## src/rtl/util_edge_pkg.sv

```systemverilog
// Shared constants for the edge-event arbiter: edge-type encoding and timestamp width.
package util_edge_pkg;

  typedef enum logic {
    EDGE_RISE = 1'b0,
    EDGE_FALL = 1'b1
  } edge_type_e;

  localparam int unsigned TS_W = 32;

endpackage

```

## src/rtl/util_edge_detect.sv

```systemverilog
// One channel: SYNC_STAGES-deep synchronizer, history flop and a registered
// qualifying-edge pulse with its edge type.
module util_edge_detect
  import util_edge_pkg::*;
#(
  parameter int unsigned SYNC_STAGES = 2,
  parameter string       C_EDGE_TYPE = "both"
) (
  input  logic clk,
  input  logic rstn,
  input  logic din,
  output logic det,
  output logic det_type
);

  // Any other C_EDGE_TYPE string leaves both enables low, so no events are produced.
  localparam bit EN_RISE = (C_EDGE_TYPE == "rising") || (C_EDGE_TYPE == "both");
  localparam bit EN_FALL = (C_EDGE_TYPE == "falling") || (C_EDGE_TYPE == "both");

  logic [SYNC_STAGES-1:0] sync_q, sync_d;
  logic                   hist_q, hist_d;
  logic                   det_q, det_d;
  edge_type_e             type_q, type_d;
  logic                   rise, fall;

  always_comb begin
    sync_d = {sync_q[SYNC_STAGES-2:0], din};
    hist_d = sync_q[SYNC_STAGES-1];
    rise   = sync_q[SYNC_STAGES-1] & ~hist_q;
    fall   = ~sync_q[SYNC_STAGES-1] & hist_q;
    det_d  = (EN_RISE & rise) | (EN_FALL & fall);
    type_d = fall ? EDGE_FALL : EDGE_RISE;
    // Preloading every stage with din keeps reset release free of spurious edges.
    if (!rstn) begin
      sync_d = {SYNC_STAGES{din}};
      hist_d = din;
      det_d  = 1'b0;
      type_d = EDGE_RISE;
    end
  end

  always_ff @(posedge clk) begin
    sync_q <= sync_d;
    hist_q <= hist_d;
    det_q  <= det_d;
    type_q <= type_d;
  end

  assign det      = det_q;
  assign det_type = type_q;

endmodule

```

## src/rtl/util_edge_event_arbiter.sv

```systemverilog
// Edge-event arbiter: per-channel edge capture, round-robin grant into a
// valid/ready output register. Optional timestamps via UTIL_EDGE_TIMESTAMP_EN.
module util_edge_event_arbiter
  import util_edge_pkg::*;
#(
  parameter int unsigned NUM_CH      = 4,
  parameter int unsigned SYNC_STAGES = 2,
  parameter string       C_EDGE_TYPE = "both"
) (
  input  logic                      clk,
  input  logic                      rstn,
  input  logic [NUM_CH-1:0]         din,
  output logic                      ev_valid,
  input  logic                      ev_ready,
  output logic [$clog2(NUM_CH)-1:0] ev_ch,
  output logic                      ev_edge,
  output logic [NUM_CH-1:0]         ovf,
  input  logic [NUM_CH-1:0]         ovf_clr
`ifdef UTIL_EDGE_TIMESTAMP_EN
  ,
  output logic [TS_W-1:0]           ev_ts
`endif
);

  localparam int unsigned CH_W = $clog2(NUM_CH);

  logic [NUM_CH-1:0] det, det_type;
  logic [NUM_CH-1:0] pending_q, pending_d, etype_q, etype_d, ovf_q, ovf_d, pset;
  logic              ev_valid_q, ev_valid_d, ev_edge_q, ev_edge_d;
  logic [CH_W-1:0]   ev_ch_q, ev_ch_d, ptr_q, ptr_d, sel;
  logic              found, load, grant;

  for (genvar g = 0; g < NUM_CH; g++) begin : g_ch
    util_edge_detect #(
      .SYNC_STAGES(SYNC_STAGES),
      .C_EDGE_TYPE(C_EDGE_TYPE)
    ) u_detect (
      .clk     (clk),
      .rstn    (rstn),
      .din     (din[g]),
      .det     (det[g]),
      .det_type(det_type[g])
    );
  end

  always_comb begin
    int unsigned idx;
    sel   = ptr_q;
    found = 1'b0;
    for (int unsigned k = 1; k <= NUM_CH; k++) begin
      idx = (32'(ptr_q) + k) % NUM_CH;
      if (!found && pending_q[idx]) begin
        found = 1'b1;
        sel   = CH_W'(idx);
      end
    end
    load = (!ev_valid_q || ev_ready) && found;

    ev_valid_d = ev_valid_q;
    ev_ch_d    = ev_ch_q;
    ev_edge_d  = ev_edge_q;
    ptr_d      = ptr_q;
    if (load) begin
      ev_valid_d = 1'b1;
      ev_ch_d    = sel;
      ev_edge_d  = etype_q[sel];
      ptr_d      = sel;
    end else if (ev_ready) begin
      ev_valid_d = 1'b0;
    end

    etype_d = etype_q;
    // A channel being granted this cycle frees its slot, so a coinciding edge re-arms it.
    for (int unsigned i = 0; i < NUM_CH; i++) begin
      grant        = load && (sel == CH_W'(i));
      pset[i]      = det[i] && (!pending_q[i] || grant);
      pending_d[i] = pset[i] | (pending_q[i] & ~grant);
      ovf_d[i]     = (det[i] && pending_q[i] && !grant) | (ovf_q[i] & ~ovf_clr[i]);
      if (pset[i]) etype_d[i] = det_type[i];
    end

    if (!rstn) begin
      pending_d  = '0;
      etype_d    = '0;
      ovf_d      = '0;
      ev_valid_d = 1'b0;
      ev_ch_d    = '0;
      ev_edge_d  = EDGE_RISE;
      ptr_d      = CH_W'(NUM_CH - 1);
    end
  end

  always_ff @(posedge clk) begin
    pending_q  <= pending_d;
    etype_q    <= etype_d;
    ovf_q      <= ovf_d;
    ev_valid_q <= ev_valid_d;
    ev_ch_q    <= ev_ch_d;
    ev_edge_q  <= ev_edge_d;
    ptr_q      <= ptr_d;
  end

  assign ev_valid = ev_valid_q;
  assign ev_ch    = ev_ch_q;
  assign ev_edge  = ev_edge_q;
  assign ovf      = ovf_q;

`ifdef UTIL_EDGE_TIMESTAMP_EN
  logic [TS_W-1:0] ts_cnt_q, ts_cnt_d, ev_ts_q, ev_ts_d;
  logic [TS_W-1:0] ts_cap_q [NUM_CH];
  logic [TS_W-1:0] ts_cap_d [NUM_CH];

  always_comb begin
    ts_cnt_d = ts_cnt_q + TS_W'(1);
    ts_cap_d = ts_cap_q;
    ev_ts_d  = ev_ts_q;
    for (int unsigned i = 0; i < NUM_CH; i++) begin
      if (pset[i]) ts_cap_d[i] = ts_cnt_q;
    end
    if (load) ev_ts_d = ts_cap_q[sel];
    if (!rstn) begin
      ts_cnt_d = '0;
      ts_cap_d = '{default: '0};
      ev_ts_d  = '0;
    end
  end

  always_ff @(posedge clk) begin
    ts_cnt_q <= ts_cnt_d;
    ts_cap_q <= ts_cap_d;
    ev_ts_q  <= ev_ts_d;
  end

  assign ev_ts = ev_ts_q;
`endif

endmodule

```

## config.mk

```make
export PLATFORM = sky130hd
export DESIGN_NAME = util_edge_event_arbiter
export DESIGN_NICKNAME = d
export VERILOG_FILES = /design/src/rtl/util_edge_pkg.sv /design/src/rtl/util_edge_detect.sv /design/src/rtl/util_edge_event_arbiter.sv
export SDC_FILE = /design/constraint.sdc
export NUM_CORES = 1
export LEC_CHECK = 0
export ABC_AREA = 1
export CAP_MARGIN = 25
export CORE_MARGIN = 3
export CORE_UTILIZATION = 49
export CTS_CLUSTER_DIAMETER = 120
export CTS_CLUSTER_SIZE = 24
export DETAILED_ROUTE_END_ITERATION = 6
export PLACE_DENSITY = 0.85
export REMOVE_ABC_BUFFERS = 1
export SLEW_MARGIN = 30
export SYNTH_ARGS = -nofsm -noshare
export SYNTH_HDL_FRONTEND = slang
export SYNTH_SLANG_ARGS = --single-unit
```

## constraint.sdc

```tcl
create_clock -name clk -period 1.54 [get_ports clk]
set_input_delay 0.462 -clock clk [delete_from_list [all_inputs] [get_ports clk]]
set_output_delay 0.462 -clock clk [all_outputs]
set_load 0.005 [all_outputs]
```

# Yosys cells after proc, flatten, opt, wreduce, memory -nomap -nowiden
# Index checks and enable logic that the tools add are counted.
totals:
  ff_bits: 38
op_classes:
  n_addsub: 4
  bitwise: 44
  magnitude_cmp: 5
  n_reduce_logical: 39
  mux: 32
  n_eq_ne: 3
ops:
  columns: ["op", "n"]
  rows:
  - ["$logic_and A1 B1 Y1", 20]
  - ["$mux W1", 19]
  - ["$and A1 B1 Y1", 16]
  - ["$mux W2", 8]
  - ["$not A1 Y1", 16]
  - ["$lt A2 B3 Y1 const B", 5]
  - ["$logic_not A1 Y1", 12]
  - ["$or A1 B1 Y1", 12]
  - ["$bmux W1 S2", 5]
  - ["$logic_or A1 B1 Y1", 5]
  - ["$add A2 B1 Y2 const B", 2]
  - ["$add A2 B2 Y2 const B", 2]
  - ["$eq A2 B2 Y1 const B", 2]
  - ["$eq A2 B1 Y1 const B", 1]
  - ["$logic_not A2 Y1", 1]
  - ["$reduce_bool A2 Y1", 1]

# Logic depth before layout (Yosys ltp)
# Gate-level depths: netlist of run 1.
logic_depth:
  ltp_word: 18
  ltp_mapped: 16

# Cells and area by module
# A second synthesis of run 1 with hierarchy kept.
unflattened:
  cells_unflattened: 231
  hier_area_um2: 1766.7
by_module_without_submodules:
  columns: ["mod", "n_inst", "seq_area_each_um2", "area_each_um2", "cells_each"]
  rows:
  - ["util_edge_event_arbiter", 1, 360.3, 1156.1, 167]
  - ["util_edge_detect", 4, 100.1, 152.6, 16]

# Worst setup path before layout of run 1
# OpenSTA, ideal clock, no wires.
synth_path:
  path_type: "register -> register"
  start: "register ptr_q[0]"
  end: "register etype_q[0]"
  period_less_slack_ns: 1.544
  path_stages_with_launch: 17
  setup_ns: 0.115
  t_arrival_ns: 1.429
  slack_ns: -0.004
  cell_sequence: "dfxtp_1 > buf_6 > inv_6 > nand2_1 > nand2_2 > nand2_4 > nand2_4 > inv_4 > nand3_4 > nand2_1 > nand2_2 > nor2_4 > nand2_2 > nand2_2 > nand3_1 > nand2_1 > nor2_1"
synth_via:
  elab_chain_len: 17
synth_rtl:
  columns: ["item", "line", "rtl"]
  rows:
  - ["start: declaration", "util_edge_event_arbiter.sv:30", "logic [CH_W-1:0] ev_ch_q, ev_ch_d, ptr_q, ptr_d, sel;"]
  - ["start signal: assignment", "util_edge_event_arbiter.sv:100", "ptr_q <= ptr_d;"]
  - ["$add A2 B1 Y2", "util_edge_event_arbiter.sv:51", "idx = (32'(ptr_q) + k) % NUM_CH;"]
  - ["$bmux W1 S2", "util_edge_event_arbiter.sv:52", "if (!found && pending_q[idx]) begin"]
  - ["$mux W1 (not written as such)", "util_edge_event_arbiter.sv:52", null]
  - ["$mux W1", "util_edge_event_arbiter.sv:52", null]
  - ["$logic_not A1 Y1", "util_edge_event_arbiter.sv:52", null]
  - ["$logic_and A1 B1 Y1", "util_edge_event_arbiter.sv:52", null]
  - ["$mux W1", "util_edge_event_arbiter.sv:52", null]
  - ["$logic_not A1 Y1", "util_edge_event_arbiter.sv:52", null]
  - ["$logic_and A1 B1 Y1", "util_edge_event_arbiter.sv:52", null]
  - ["$mux W1", "util_edge_event_arbiter.sv:52", null]
  - ["$logic_not A1 Y1", "util_edge_event_arbiter.sv:52", null]
  - ["$logic_and A1 B1 Y1", "util_edge_event_arbiter.sv:52", null]
  - ["$mux W2 / $mux W1 (equally long branches)", "util_edge_event_arbiter.sv:52", null]
  - ["$logic_not A2 Y1 / $logic_and A1 B1 Y1 (equally long branches)", "util_edge_event_arbiter.sv:75, util_edge_event_arbiter.sv:57", null]
  - ["$logic_and A1 B1 Y1 *", "util_edge_event_arbiter.sv:75", "grant = load && (sel == CH_W'(i));"]
  - ["$logic_or A1 B1 Y1 *", "util_edge_event_arbiter.sv:76", "pset[i] = det[i] && (!pending_q[i] || grant);"]
  - ["$logic_and A1 B1 Y1 *", "util_edge_event_arbiter.sv:76", null]
  - ["end signal: assignment", "util_edge_event_arbiter.sv:95", "etype_q <= etype_d;"]
  - ["end: declaration", "util_edge_event_arbiter.sv:28", "logic [NUM_CH-1:0] pending_q, pending_d, etype_q, etype_d, ovf_q, ovf_d, pset;"]
# Mark *: on every way between the ends. The rest lies on a longest branch, timed or not. The select of a mux whose other input is x is not followed.
# A chain may end at the register's enable or synchronous reset.

# Worst setup path in the final report of run 1
layout_path:
  start: "register ptr_q[0]"
  end: "register etype_q[1]"
layout_via:
  elab_chain_len: 17
layout_rtl:
  columns: ["item", "line"]
  rows:
  - ["$add A2 B1 Y2", "util_edge_event_arbiter.sv:51"]
  - ["$bmux W1 S2", "util_edge_event_arbiter.sv:52"]
  - ["$mux W1 (not written as such)", "util_edge_event_arbiter.sv:52"]
  - ["$mux W1", "util_edge_event_arbiter.sv:52"]
  - ["$logic_not A1 Y1", "util_edge_event_arbiter.sv:52"]
  - ["$logic_and A1 B1 Y1", "util_edge_event_arbiter.sv:52"]
  - ["$mux W1", "util_edge_event_arbiter.sv:52"]
  - ["$logic_not A1 Y1", "util_edge_event_arbiter.sv:52"]
  - ["$logic_and A1 B1 Y1", "util_edge_event_arbiter.sv:52"]
  - ["$mux W1", "util_edge_event_arbiter.sv:52"]
  - ["$logic_not A1 Y1", "util_edge_event_arbiter.sv:52"]
  - ["$logic_and A1 B1 Y1", "util_edge_event_arbiter.sv:52"]
  - ["$mux W2 / $mux W1 (equally long branches)", "util_edge_event_arbiter.sv:52"]
  - ["$eq A2 B1 Y1 / $logic_and A1 B1 Y1 (equally long branches)", "util_edge_event_arbiter.sv:75, util_edge_event_arbiter.sv:57"]
  - ["$logic_and A1 B1 Y1 *", "util_edge_event_arbiter.sv:75"]
  - ["$logic_or A1 B1 Y1 *", "util_edge_event_arbiter.sv:76"]
  - ["$logic_and A1 B1 Y1 *", "util_edge_event_arbiter.sv:76"]
# Marked as above.

==> metrics, run 1 <==
max cap viols=0; port bufs=18; Placed Instances=304; Yosys reg bits=38; Arr. time, crit path=2.04 ns; n_diodes=0; Yosys top cell area share=44.77%; DIE HEIGHT=64.89 µm; GRT Util Overall=19.45%; crit share post-route=115.9%; Pwr Density=1812 nW/µm²; vias in the first global route=1495; DR vias/cell=4.953; Rows=20; CP Capture Type=flip-flop; average size of a mapped cell=7.518 µm²; Max Clock Freq=0.5602 GHz; post-route ant nets=0; crit-path cells=nand2_1, nand2_4, nand2_4, buf_4, nand3_1, nand2_2, nand2_4, nand2_4, nor2_4, nand2_2, nand2_2, nand3_1, nand2_1, nor2_1; Peak VDD IR=1.145 mV; top_reg_cell synth=dfxtp_1; cts bufs inserted=5; CTS tree=built; core area=3178 µm²; Multi-input gate area=970.9 µm²; area grow syn2layout=43.52%; Relative slew margins=85.40%; 1st-iter DRT viols=56; Net Sw Frac=42.58%; initial antenna violation count=0; Synth top cells by count=63 x nand2_1, 38 x dfxtp_1, 29 x inv_1; type of the worst setup path=flip-flop to flip-flop; first-pass GRT wire length=6.410 mm; Min Hold Slack=0.4375 ns; setup violators final=17; final worst slack=-0.2451 ns; Int Power=2537 µW; io pins=19; Lkg Pwr=0.001182 µW; Post-synth ARST share=0%; Max Transition Viols Final=0; biggest area consumer among synthesized cells=dfxtp_1; Final nets=289; clock group share of total power=15.4%; count of final hold-check violations=0; Reg power frac=28.9%; routed vias=1580; starting density of the core=53.46%; total power=4418 µW; CTS HTree Levels=2; DP Area=2090 µm²; CTS root buf=clkbuf_4; DRC viols=0; crit path time final=1.785 ns; largest net degree at the start of global routing=15; Distinct cells, synth=23; Routed WL=4.050 mm; violated checks=setup timing; outcome=complete, but fails checks; # fillers=234; Seq/Total Area, Yosys=44.77%; DR pass1 iterations=4; fin area=2439 µm²; WL/cell=12.70 µm; Post-synth EDFFs=0; Startpoint Class=flip-flop; FF/Latch Area=775.7 µm²; unrepaired setup endpoints after global routing=true; Setup Skew=0.005707 ns; clock transition at the registers of the reported paths=0.12 ns; Worst-Margin Slew=0.2187 ns; total gr overflow=0; Yosys Warn Count=0; slowest CP cell=dfxtp_4; Finished Layout Cells=319; top post-synthesis cells by area=dfxtp_1 45%, nand2_1 14%, nand2_2 7.0%; TritonCTS Sinks=38; Combinational Power Share=55.8%; synthesized instance count=226; CP most frequent cell=nand2_4; CP Data Required Time=1.79 ns; area of the die=4210 µm²; Hold Crit Class=flip-flop to flip-flop; proportion of layout cells with a drive suffix above 1=40.36%; DP HPWL=2.577 mm; Chip Width=64.89 µm; Clock Path Buffers=2; CP peak stage delay=0.47 ns; GP Congestion=0.8895; P_sw=1881 µW; crit path max fanout=8; cell with the most instances after synthesis=nand2_1; mapped cell area=1699 µm²; worst skew pair latency=0.34 ns
[power groups by stage]
stage	registers, µW	clock network (µW)	logic, µW
global placement	1220	0	1890
global route	1290	735	2680
floorplan	1250	0	1190
CTS	1250	695	2070
finish	1270	679	2460
detailed placement	1230	0	1940
[what timing repair did]
| action | 4_1_cts | 5_1_grt |
|---|---|---|
| buffers inserted | 5 | 3 |
| pin swaps | 14 | 14 |
| endpoints found under the setup margin | 25 | 17 |
| endpoints found under the hold margin | 0 | 0 |
| gates resized for setup | 41 | 38 |
| hold buffers | 0 | 0 |
[flip-flops by register name, indices dropped and copies added (netlist names)]
signal,cells
etype_q,4
ev_ch,2
ev_edge,1
ev_valid,1
g_ch.u_detect.det,4
g_ch.u_detect.det_type,4
g_ch.u_detect.hist_q,4
g_ch.u_detect.sync_q,8
ovf,4
pending_q,4
ptr_q,2
[worst paths after layout]
kind | start | end | slack [ns] | cells past startpoint
max reg2reg | ptr_q[0] | etype_q[1] | -0.25 | 14
min reg2reg | g_ch[2].u_detect.sync_q[0] | g_ch[2].u_detect.sync_q[1] | 0.44 | 2
max | ptr_q[0] | etype_q[1] | -0.25 | 14
min | g_ch[2].u_detect.sync_q[0] | g_ch[2].u_detect.sync_q[1] | 0.44 | 2
[final cells by class]
cell class	count	share of cell area, %
multi-input cells	150	39.82
flip-flops and latches	38	31.81
repair buffers	47	17.19
inverters	32	5.541
well taps	44	2.258
clock inverters	3	1.847
clock buffers	5	1.539
[metrics by stage]
step / TNS [ns] / util [%] / setup WS [ns]
floorplan: -0.7532 / - / -0.1119
finish: -2.458 / 76.73 / -0.2451
CTS: -1.521 / 71.85 / -0.1734
detailed placement: -1.909 / 65.75 / -0.1934
global route: -4.424 / 76.73 / -0.3656
global placement: -1.412 / 65.75 / -0.1478
[critical path, delay by kind of cell, from the launching register on]
kind | cells | cell delay [ns]
AND/OR/NAND/NOR | 13 | 1.08
flip-flops | 1 | 0.47
buffers and inverters | 1 | 0.13
[cells by family (layout without fill, tap and decap cells)]
logic type | after synthesis | count (layout) | synth area share, %
adder cells (fa/ha/maj) | 4 | 4 | 2.946
buffers and inverters | 38 | 87 | 9.720
flip-flops | 38 | 38 | 44.77
AO/OA/AOI/OAI | 26 | 26 | 7.953
AND/OR/NAND/NOR | 120 | 120 | 34.61
[layout by cell type, fill, tap and decap left out]
cell type | netlist | final
o21ai_1 | 1 | 3
dlygate4sd2_1 | 0 | 8
clkbuf_4 | 0 | 5
nand3_4 | 1 | 1
buf_6 | 1 | 5
nand3_2 | 1 | 9
inv_4 | 2 | 1
inv_6 | 1 | 1
nor2_1 | 11 | 10
nand3_1 | 18 | 10
nand2_4 | 3 | 17
a21oi_2 | 0 | 8
nand2_8 | 0 | 1
buf_12 | 0 | 1
buf_4 | 1 | 23
o211ai_1 | 1 | 1
inv_2 | 0 | 2
clkdlybuf4s50_1 | 0 | 10
o21ai_2 | 0 | 1
inv_1 | 29 | 27
dfxtp_1 | 38 | 28
ha_1 | 4 | 4
inv_8 | 0 | 1
dfxtp_4 | 0 | 1
o21ai_0 | 9 | 6
a21oi_1 | 14 | 6
clkinvlp_4 | 0 | 2
o21bai_1 | 1 | 1
dfxtp_2 | 0 | 9
nor2_4 | 3 | 4
bufinv_16 | 0 | 1
nand2_2 | 19 | 17
nand2_1 | 63 | 50
nor2_2 | 1 | 1
[per-layer routing]
layer	share of wire [%]	GRT usage, %	vias up
met1	38	21.42	756
met4	1.1	5.541	0
met2	57	36.91	27
met5	0	0	-
met3	3.4	4.159	5
li1	-	-	792
Power figures use the tool's default switching activity.
==> inputs of run 2 (changes only) <==
CORE_MARGIN = 4   (was 3)
SLEW_MARGIN = unset   (was 30)
==> metrics, run 2 (same netlist as run 1, synthesis figures left out) <==
clock transition at the registers of the reported paths=0.11 ns (about the same); total power=4177 µW (-5.5%); Pwr Density=1770 nW/µm² (-2.3%); Lkg Pwr=0.001155 µW (-2.3%); worst skew pair latency=0.34 ns (about the same); total gr overflow=0 (unchanged); Rows=21 (+5.0%); # fillers=265 (+13%); GRT Util Overall=17.27% (-2.2 points); Min Hold Slack=0.4380 ns (+0.0005550 ns); Routed WL=3.516 mm (-13%); first-pass GRT wire length=5.851 mm (-8.7%); CTS HTree Levels=2 (unchanged); Biggest register=g_ch.u_detect.sync_q; crit path time final=1.740 ns (-0.04534 ns); slowest CP cell=dfxtp_2; WP depth=16 (+2); initial antenna violation count=0 (unchanged); Max Clock Freq=0.5748 GHz (+2.6%); max FFs per register=8 (unchanged); CTS root buf=clkbuf_4; setup violators final=16 (-1); routed vias=1512 (-4.3%); RR Startpoint=ptr_q[0]; CP Capture Type=flip-flop; R2R Setup Slk=-0.20 ns (+0.05 ns); unrepaired setup endpoints after global routing=true; Max Transition Viols Final=0 (unchanged); Peak VDD IR=1.070 mV (-6.6%); Hold Crit Class=flip-flop to flip-flop; Final nets=285 (-1.4%); DIE HEIGHT=66.89 µm (+3.1%); outcome=complete, but fails checks; CP peak stage delay=0.36 ns (-0.11 ns); DR vias/cell=4.770 (-3.7%); Relative slew margins=84.80% (-0.60 points); Clock Path Buffers=2 (unchanged); io pins=19 (unchanged); crit path from=ptr_q[0]; port bufs=18 (unchanged); starting density of the core=50.92% (-2.5 points); Worst Reg-to-Reg Cells=16 (+2); core area=3337 µm² (+5.0%); Arr. time, crit path=1.99 ns (-0.05 ns); crit share post-route=113.0% (-2.9 points); Chip Width=66.89 µm (+3.1%); delay-heaviest family, CP=simple AND/OR/NAND/NOR gates; area grow syn2layout=38.88%; WL/cell=11.09 µm (-13%); vias in the first global route=1429 (-4.4%); cts bufs inserted=5 (unchanged); Worst-Margin Slew=0.2277 ns (+0.009035 ns); TritonCTS Sinks=38 (unchanged); 1st-iter DRT viols=47 (-16%); max cap viols=0 (unchanged); CTS tree=built; crit-path cells=buf_6, inv_8, nand2_4, nand2_4, nand2_4, nand2_8, inv_4, nand3_4, nand2_4, nand2_4, nor2_4, nand2_2, nand2_4, nand3_2, nand2_2, nor2_1; proportion of layout cells with a drive suffix above 1=39.11% (-1.2 points); area of the die=4474 µm² (+6.3%); GP Congestion=0.8913 (+0.20%); Finished Layout Cells=317 (-0.63%); post-route ant nets=0 (unchanged); count of final hold-check violations=0 (unchanged); DRC viols=0 (unchanged); type of the worst setup path=flip-flop to flip-flop; Setup Skew=0.008516 ns (+0.002809 ns); CP most frequent cell=nand2_4; commonest cells after routing, fill and taps aside=48 x nand2_1, 28 x dfxtp_1, 27 x inv_1; Hold-fix buffers, CTS=0 (unchanged); Startpoint Class=flip-flop; DR pass1 iterations=4 (unchanged); n_diodes=0 (unchanged); final worst slack=-0.1997 ns (+0.04534 ns); commonest non-fill, non-tap cell in the layout=nand2_1; Placed Instances=303 (-0.33%); DP HPWL=2.333 mm (-9.5%); fin util=70.72% (-6.0 points); violated checks=setup timing; Critical Path End=etype_q[3]; crit path max fanout=8 (unchanged); CP Data Required Time=1.79 ns (about the same); Buf+Inv Stages, Crit Path=3 (+2); worst reg2reg endpoint=etype_q[3]; largest net degree at the start of global routing=16 (+1)
## run 2: cell types whose count changed in the layout (fill, tap and decap cells not counted), sizes merged
cell / previous run / this run
clkbuf: 5 / 8
bufinv: 1 / 0
buf: 29 / 25
clkinvlp: 2 / 0
## run 2: worst min-delay path by stage
stage	cells past startpoint	startpoint	end
6_report	2	g_ch[0].u_detect.sync_q[0]	g_ch[0].u_detect.sync_q[1]
5_1_grt	2	g_ch[0].u_detect.sync_q[0]	g_ch[0].u_detect.sync_q[1]
4_1_cts	2	g_ch[0].u_detect.sync_q[0]	g_ch[0].u_detect.sync_q[1]
3_5_place_dp	2	g_ch[1].u_detect.sync_q[0]	g_ch[1].u_detect.sync_q[1]
3_3_place_gp	2	g_ch[0].u_detect.sync_q[0]	g_ch[0].u_detect.sync_q[1]
2_1_floorplan	2	g_ch[0].u_detect.sync_q[0]	g_ch[0].u_detect.sync_q[1]
## run 2: repair_timing
action	CTS	global route
resized for setup	47	24
buffers inserted	5	1
endpoints found under the setup margin	25	18
pin swaps	12	8
endpoints found under the hold margin	0	0
## run 2: report_power, final
part           total [µW]  switching [µW]  internal, µW
clock network         626             314           312
registers            1240             103          1140
logic                2310            1320           982
## run 2: layout make-up
class | instances | area (µm²) | share of cell area (%)
repair buffers | 43 | 365.4 | 15.48
well taps | 46 | 57.56 | 2.439
inverters | 32 | 132.6 | 5.620
multi-input cells | 150 | 952.2 | 40.35
flip-flops and latches | 38 | 773.2 | 32.77
clock buffers | 8 | 78.83 | 3.340
## run 2: per-stage QoR
step / TNS, ns / setup WS, ns / instance area [µm²]
finish: -1.520 / -0.1997 / 2360
global route: -3.560 / -0.3177 / 2360
CTS: -1.364 / -0.1743 / 2271
detailed placement: -1.755 / -0.1755 / 2044
global placement: -1.363 / -0.1455 / 2044
floorplan: -0.7532 / -0.1119 / 1664
## run 2: worst min-delay path: cells and delay by family (launching register included)
family | cells | cell delay [ns]
flip-flops | 1 | 0.32
AND/OR/NAND/NOR | 2 | 0.10
## run 2: metal layers
metal	vias up	wire, µm	share of wire (%)	track usage [%]
met5	-	0	0	0
met2	23	1850	53	30.69
met3	8	94	2.7	4.553
met4	0	76	2.2	7.089
li1	788	-	-	-
met1	693	1494	42	19.28
==> inputs of run 3 (changes only) <==
ABC_AREA = 0   (was 1)
CORE_UTILIZATION = 48   (was 49)
PLACE_DENSITY = 0.84   (was 0.85)
==> metrics, run 3 <==
outcome=complete, but fails checks; violated checks=setup timing; DRC viols=0 (unchanged); Max Transition Viols Final=0 (unchanged); P_sw=726.6 µW (-58%); DR vias/cell=5.363 (+12%); clock transition at the registers of the reported paths=0.12 ns (about the same); count of final hold-check violations=0 (unchanged); cell with the most instances after synthesis=dfxtp_1; area grow syn2layout=37.10%; Post-synth ARST share=0% (unchanged); max FFs per register=8 (unchanged); slowest CP cell=dfxtp_4; n_diodes=0 (unchanged); Rows=19 (-9.5%); Seq/Total Area, Yosys=50.92% (+6.1 points); Max Clock Freq=0.6306 GHz (+9.7%); average size of a mapped cell=9.764 µm² (+30%); GRT Util Overall=14.26% (-3.0 points); FF/Latch Area=784.5 µm² (+1.5%); io pins=19 (unchanged); top_reg_cell synth=dfxtp_1; Final nets=206 (-28%); delay-heaviest family, CP=compound AO/OA/AOI/OAI gates; Worst-Margin Slew=0.2954 ns (+0.06765 ns); final worst slack=-0.04573 ns (+0.1540 ns); CP Capture Type=flip-flop; mapped cell area=1494 µm² (-12%); top post-synthesis cells by area=dfxtp_1 51%, nand2_1 7.0%, mux2i_1 4.7%; WL/cell=13.61 µm (+23%); Lkg Pwr=0.0009339 µW (-19%); Yosys top cell area share=50.92% (+6.1 points); initial antenna violation count=0 (unchanged); GP Congestion=0.8588 (-3.6%); Top Layer Used=met4; # fillers=190 (-28%); Int Power=2007 µW (-18%); Combinational Power Share=25.6% (-30 points); CTS root buf=clkbuf_4; Biggest register=g_ch.u_detect.sync_q; DR pass1 iterations=4 (unchanged); Hold Crit Class=flip-flop to flip-flop; Startpoint Class=flip-flop; type of the worst setup path=flip-flop to flip-flop; Synth top cells by count=38 x dfxtp_1, 28 x nand2_1, 10 x inv_1; clock group share of total power=31.9% (+17 points); post-route ant nets=0 (unchanged); met3 wire length=128 µm (+36%); R2R Setup Slk=-0.05 ns (+0.15 ns); Min Hold Slack=0.4404 ns (+0.002390 ns); Metal-1 WL=1.241 mm (-17%); commonest non-fill, non-tap cell in the layout=nand2_1; Multi-input gate area=753.2 µm² (-21%); vias in the first global route=1140 (-20%); DIE HEIGHT=63.79 µm (-4.6%); Distinct cells, synth=37 (+61%); Placed Instances=206 (-32%); Peak VDD IR=0.8433 mV (-21%); Relative slew margins=80.31% (-4.5 points); core area=2853 µm² (-15%); Net Sw Frac=26.58% (-15 points); Buf+Inv Stages, Crit Path=0 (-3); Hold-fix buffers, CTS=0 (unchanged); commonest cells after routing, fill and taps aside=27 x nand2_1, 25 x dfxtp_1, 17 x buf_4; Pwr Density=1335 nW/µm² (-25%); crit share post-route=103.0% (-10 points); Yosys Warn Count=0 (unchanged); largest net degree at the start of global routing=19 (+3); CP Data Required Time=1.80 ns (about the same); Reg power frac=42.5% (+13 points); starting density of the core=52.37% (+1.4 points); DP Area=1760 µm² (-14%); unrepaired setup endpoints after global routing=true; TritonCTS Sinks=38 (unchanged); first-pass GRT wire length=4.698 mm (-20%); Chip Width=63.79 µm (-4.6%); Clock Path Buffers=2 (unchanged); CP peak stage delay=0.39 ns (+0.03 ns); area of the die=4069 µm² (-9.0%); Routed WL=3.036 mm (-14%); proportion of layout cells with a drive suffix above 1=30.73% (-8.4 points); worst skew pair latency=0.35 ns (about the same); Yosys reg bits=38 (unchanged); fin area=2048 µm² (-13%); Finished Layout Cells=223 (-30%); port bufs=18 (unchanged); CTS tree=built; cts bufs inserted=5 (unchanged); DR WL met2=1.607 mm (-13%); crit path time final=1.586 ns (-0.1540 ns); synthesized instance count=153 (-32%); Setup Skew=0.01322 ns (+0.004699 ns); setup violators final=2 (-14); crit path max fanout=5 (-3); Arr. time, crit path=1.84 ns (-0.15 ns); routed vias=1196 (-21%); crit-path cells=and3b_2, o31a_4, o32ai_4, mux2i_1; CTS HTree Levels=2 (unchanged); DP HPWL=1.910 mm (-18%); 1st-iter DRT viols=56 (+19%); total gr overflow=0 (unchanged); max cap viols=0 (unchanged); Post-synth EDFFs=0 (unchanged); biggest area consumer among synthesized cells=dfxtp_1
[run 3: what timing repair did]
action	4_1_cts	5_1_grt
endpoints found under the setup margin	17	12
pin swaps	2	7
cloned	0	1
buffers inserted	6	2
gates resized for setup	27	16
[run 3: through the flow]
| step | setup WS [ns] | setup TNS, ns | total power, µW | util [%] |
|---|---|---|---|---|
| floorplan | 0.008684 | 0 | 1448 | - |
| global placement | -0.2805 | -3.234 | 1642 | 61.71 |
| detailed placement | -0.3390 | -3.851 | 1670 | 61.71 |
| CTS | -0.006905 | -0.006905 | 2627 | 68.68 |
| global route | -0.1127 | -0.4065 | 2875 | 71.80 |
| finish | -0.04573 | -0.08390 | 2734 | 71.80 |
[run 3: worst paths after layout]
kind,from,to,cells past startpoint
worst min register to register,g_ch[0].u_detect.sync_q[0],g_ch[0].u_detect.sync_q[1],2
worst min-delay path,g_ch[0].u_detect.sync_q[0],g_ch[0].u_detect.sync_q[1],2
worst max register to register,ptr_q[0],etype_q[1],4
worst max-delay path,ptr_q[0],etype_q[1],4
[run 3: power groups by stage]
stage          logic [µW]  registers, µW  clock network, µW
2_1_floorplan         296           1150                  0
3_3_place_gp          485           1160                  0
3_5_place_dp          506           1160                  0
4_1_cts               590           1150                883
5_1_grt               764           1180                935
6_report              699           1160                873
[run 3: worst min-delay path: stages (launching register included)]
cell and delay [ns]:
dfxtp_1 0.32, nand2_1 0.05, nand2_1 0.05
[run 3: cell families (layout without fill, tap and decap cells)]
| logic type | after synthesis | in the layout | synth area share (%) |
|---|---|---|---|
| AO/OA/AOI/OAI | 29 | 30 | 16.25 |
| adder cells (fa/ha/maj) | 4 | 4 | 3.350 |
| buffers and inverters | 17 | 55 | 4.858 |
| flip-flops | 38 | 38 | 50.92 |
| multiplexers | 7 | 7 | 4.690 |
| AND/OR/NAND/NOR | 58 | 58 | 19.93 |
[run 3: per-layer routing]
metal  global-route usage, %  up-vias
li1                        -      602
met1                   16.70      561
met2                   24.77       27
met3                   5.254        6
met4                   3.235        0
met5                       0        -
[run 3: area by class of cell]
cell class / count / share of cell area [%]
Timing Repair Buffer: 37 / 15.76
Inverter: 10 / 1.833
Sequential cell: 38 / 38.30
Clock buffer: 6 / 2.505
Clock inverter: 2 / 2.932
Multi-Input combinational cell: 99 / 36.77
Tap cell: 31 / 1.894
